**config.mk**
```make
export PLATFORM = sky130hd
export DESIGN_NAME = barrel_shifter_32
export DESIGN_NICKNAME = d
export VERILOG_FILES = /design/src/rtl/barrel_shifter_32_pkg.sv /design/src/rtl/barrel_shifter_32_stage.sv /design/src/rtl/barrel_shifter_32.sv
export SDC_FILE = /design/constraint.sdc
export NUM_CORES = 1
export LEC_CHECK = 0
export BUFFER_PORTS_ARGS = -buffer_cell sky130_fd_sc_hd__buf_4
export CORE_MARGIN = 4
export CORE_UTILIZATION = 35
export DETAILED_ROUTE_END_ITERATION = 12
export REMOVE_ABC_BUFFERS = 1
export SLEW_MARGIN = 20
export SYNTH_ARGS = -nofsm -noshare
export SYNTH_HDL_FRONTEND = slang
export SYNTH_HIERARCHICAL = 1
export SYNTH_SLANG_ARGS = --single-unit
```
**constraint.sdc**
```tcl
create_clock -name clk -period 1.2 [get_ports clk]
set_clock_uncertainty 0.1 [all_clocks]
set_input_delay 0.12 -clock clk [delete_from_list [all_inputs] [get_ports clk]]
set_output_delay 0.12 -clock clk [all_outputs]
set_load 0.1 [all_outputs]
```
**src/rtl/barrel_shifter_32_pkg.sv**
```systemverilog
// Shared definitions for the ALU shift unit: widths, direction codes, opcodes.
package barrel_shifter_32_pkg;

    localparam int WIDTH_DEF   = 32;
    localparam int SHAMT_W_DEF = 5;

    // Direction encoding of the dir port
    localparam logic SHIFT_LEFT  = 1'b0;
    localparam logic SHIFT_RIGHT = 1'b1;

    // ALU opcodes that the ALU decodes into dir/arith for this unit
    typedef enum logic [1:0] {
        ALU_SHIFTL       = 2'd0,
        ALU_SHIFTR       = 2'd1,
        ALU_SHIFTR_ARITH = 2'd2
    } alu_shift_op_e;

endpackage

```
**src/rtl/barrel_shifter_32_stage.sv**
```systemverilog
// One log-shifter stage: right shift by DIST with fill bits when enabled.
module barrel_shift_stage #(
    parameter int WIDTH = 32,
    parameter int DIST  = 1
) (
    input  logic [WIDTH-1:0] data_i,
    input  logic             en_i,
    input  logic             fill_i,
    output logic [WIDTH-1:0] data_o
);

    // Shift or pass through; the vacated top bits take the fill value
    assign data_o = en_i ? {{DIST{fill_i}}, data_i[WIDTH-1:DIST]} : data_i;

endmodule

```
**src/rtl/barrel_shifter_32.sv**
```systemverilog
// Registered 32-bit barrel shifter (SLL/SRL/SRA). A right-shift-only log
// core handles left shifts by bit-reversing the operand and the result.
module barrel_shifter_32
    import barrel_shifter_32_pkg::*;
#(
    parameter int WIDTH   = WIDTH_DEF,
    parameter int SHAMT_W = SHAMT_W_DEF
) (
    input  logic               clk,
    input  logic               rst,
    input  logic [WIDTH-1:0]   in,
    input  logic [SHAMT_W-1:0] n,
    input  logic               dir,
    input  logic               arith,
    input  logic               in_valid,
    output logic [WIDTH-1:0]   out,
    output logic               out_valid
);

    logic [WIDTH-1:0] in_rev;
    logic [WIDTH-1:0] res_rev;
    logic [WIDTH-1:0] core_in;
    logic [WIDTH-1:0] res_d;
    logic [WIDTH-1:0] out_q;
    logic             out_valid_q;
    logic             fill;
    logic [SHAMT_W:0][WIDTH-1:0] stg;

    // Sign fill only for arithmetic right shifts; left shifts always zero-fill
    assign fill = arith & (dir == SHIFT_RIGHT) & in[WIDTH-1];

    // Bit-reverse wiring around the core for left shifts
    for (genvar i = 0; i < WIDTH; i++) begin : g_rev
        assign in_rev[i]  = in[WIDTH-1-i];
        assign res_rev[i] = stg[SHAMT_W][WIDTH-1-i];
    end

    assign core_in = (dir == SHIFT_RIGHT) ? in : in_rev;
    assign stg[0]  = core_in;

    // Stage k shifts by 2^k, LSB first
    for (genvar k = 0; k < SHAMT_W; k++) begin : g_stage
        barrel_shift_stage #(
            .WIDTH (WIDTH),
            .DIST  (1 << k)
        ) u_stage (
            .data_i (stg[k]),
            .en_i   (n[k]),
            .fill_i (fill),
            .data_o (stg[k+1])
        );
    end

    assign res_d = (dir == SHIFT_RIGHT) ? stg[SHAMT_W] : res_rev;

    // Output register: load on valid operands, otherwise hold the last result
    always_ff @(posedge clk or posedge rst) begin
        if (rst) begin
            out_q       <= '0;
            out_valid_q <= 1'b0;
        end else begin
            out_valid_q <= in_valid;
            if (in_valid) out_q <= res_d;
        end
    end

    assign out       = out_q;
    assign out_valid = out_valid_q;

endmodule

```
==> out/qor.txt <==
area share of the largest cell type after synthesis = 0.487
violated checks = setup timing
maximum frequency from static timing analysis = 460 MHz
Worst Setup End Kind = flop
peak fanout along the critical path = 8
pins over their slew limit = 0
total global-route track usage = 0.129
DRC violation count after routing = 0
type of the worst setup path = input pin to flop
total number of clock tree sinks = 33
largest net degree at the start of global routing = 45
startpoint types = input pin
combined area of all synthesized cells = 4630 um^2
TritonRoute pass-1 iters = 4
Worst R2R Setup Slack = 390 ps
row cnt = 41
async set-or-reset flop fraction in the synthesized netlist = 1.00
ports placed on the boundary = 75
Core Region = 12800 um^2
maximum count of clock buffers along a single path = 2
synthesis-to-layout area growth = 23.9%
post-layout minimum cycle time = 2170 ps
Worst path most repeated cell = mux2_4
GRT overflow = 0
endpoint of the lowest-slack register-to-register path = out[10]
area of the die = 15100 um^2
cell type with the largest total area after synthesis = mux2_4
fraction of the yosys area taken by sequential cells = 0.178
average via count per standard cell = 4.83
Cell Count, Final, Fillers Out = 610
setup repair after global routing missed its margin = yes
Period Utilization, post-route = 1.81
post-layout total power = 6.86 mW
type of the most critical hold path = input pin to flop
final number of hold-violating endpoints = 0
count of inserted antenna diode cells = 0
worst slew slack as a fraction of its limit = 0.633
last element of the critical path = out[15]
top-count cell post-synth = mux2_4
Reg-to-Reg Start = out[10]
number of buffers inserted during clock tree synthesis = 5
cells taking the most area after synthesis = mux2_4, dfrtp_1, mux2_2
count of flip-flops with a built-in enable after synthesis = 0
power density cells = 1200 nW/um^2
Mean Syn Cell Area = 12.9 um^2
status = complete, but fails checks
max-cap viol count = 0
placed wire-length estimate = 7560 um
remaining antenna violation count = 0
slew at the pin closest to its max-slew limit = 551 ps
synth cell count leaders = mux2_4, mux2_2, dfrtp_1
via count = 2946
proportion of layout cells with a drive suffix above 1 = 0.712
Clock Tree Root = clkbuf_16
cell family with most CP delay = multiplexers
register clock-pin slew on the reported worst setup and hold paths = 50 ps
Crit path depth = 9
most instantiated flip-flop cell in the synthesis netlist = dfrtp_1
number of distinct library cells after synthesis = 13
Syn Inst Count = 358
crit path buf inv count = 1
Post-layout nets = 479
Clock Latency Late Sink = 270 ps
Leak = 2.92 nW
critical path startpoint = dir
Yosys warning total = 6
cells traversed along the worst timing path = buf_16, mux2_4, mux2_4, mux2_4, mux2_4, mux2_4, mux2_4, mux2i_1, a21oi_1
antenna violations before repair = 0
critical path data required time = 1250 ps
number of placed instances with taps included = 597
worst vdd ir = 0.000517 V
Die Y-Extent = 123 um
Die X-Extent = 123 um
Worst path max stage delay = 310 ps
data arrival time of the critical path = 2220 ps
synthesis-stage register bit count = 33
Final Setup Violations = 32
via count of the first global-routing pass = 3186
initial standard-cell utilization of the core = 0.362
clock tree from TritonCTS = done
Initial DRC Count = 104
H-tree levels = 2
Critical Path Slowest Stage Cell = mux2_4
sum of routed wire length over all layers = 9560 um
Sum Neg Setup Slack = -29860 ps
count of input and output buffers = 74
global-route wire length before repair = 15800 um
gp weighted congestion = 0.812
WL/cell = 15.7 um
depth of the worst register-to-register path = 2
final setup slack of the worst path = -972 ps
==> state kept, by name, summed over array words and instances (netlist names) <==
name       cells
out           32
out_valid      1
==> layer usage <==
metal  GRT usage  wire length, um
met3      0.0206              382
met2       0.228             4810
met1       0.163             4270
met5           0                0
met4      0.0353              102
==> where the power goes <==
part	internal, mW	total (mW)	leakage [nW]	switching (mW)
clock network	1.04	1.47	0.0841	0.438
registers	1.28	1.38	0.386	0.102
logic	1.76	4.00	2.45	2.24
==> stage by stage <==
| stage | instance area, um^2 | worst slack (ps) | util | hold slack [ps] |
|---|---|---|---|---|
| 6_report | 5730 | -972 | 0.449 | 49.8 |
| 5_1_grt | 5730 | -1030 | 0.449 | 68.0 |
| 2_1_floorplan | 4160 | -1130 | - | 51.4 |
| 3_5_place_dp | 5230 | -1630 | 0.409 | 140 |
| 3_3_place_gp | 5230 | -1600 | 0.409 | 136 |
| 4_1_cts | 5690 | -964 | 0.445 | 50.9 |
==> cells by family after synthesis <==
logic type | synth area share
flops | 0.178
buf+inv | 0.101
compound gates | 0.0346
mux | 0.658
simple gates | 0.0273
==> worst min-delay path by stage <==
stage	depth (start not counted)	end	slack, ps	start
after global placement	3	out[15]	140	rst
after CTS	2	out[11]	50	in_valid
after detailed placement	3	out_valid	140	rst
after global routing	2	out[20]	70	in_valid
final	2	out[11]	50	in_valid
after floorplan	0	out_valid	50	in_valid
==> layout make-up <==
cell class / instances / area [um^2]
clock inverter: 1 / 30.0
fill: 1165 / 7040
timing repair buffer: 107 / 1000
inverter: 1 / 3.75
multi-input combinational: 289 / 3510
clock buffer: 7 / 143
sequential: 33 / 826
tap: 172 / 215
==> cell usage in the layout, fill, tap and decap left out, drive strengths merged <==
cell type and n:
a21oi 32, and3 1, buf 106, bufinv 1
clkbuf 7, dfrtp 33, dlygate4sd3 1, inv 1
mux2 192, mux2i 32, nor2 32
==> timing repair <==
item / in CTS / in global routing
hold buffers: 1 / 0
hold endpoints to repair: 33 / 0
buffers inserted: 0 / 0
pin swaps: 32 / 4
gates resized for setup: 46 / 11
cloned: 4 / 0
setup endpoints to repair: 33 / 33
Note: power is estimated with default switching activity, not from simulation.
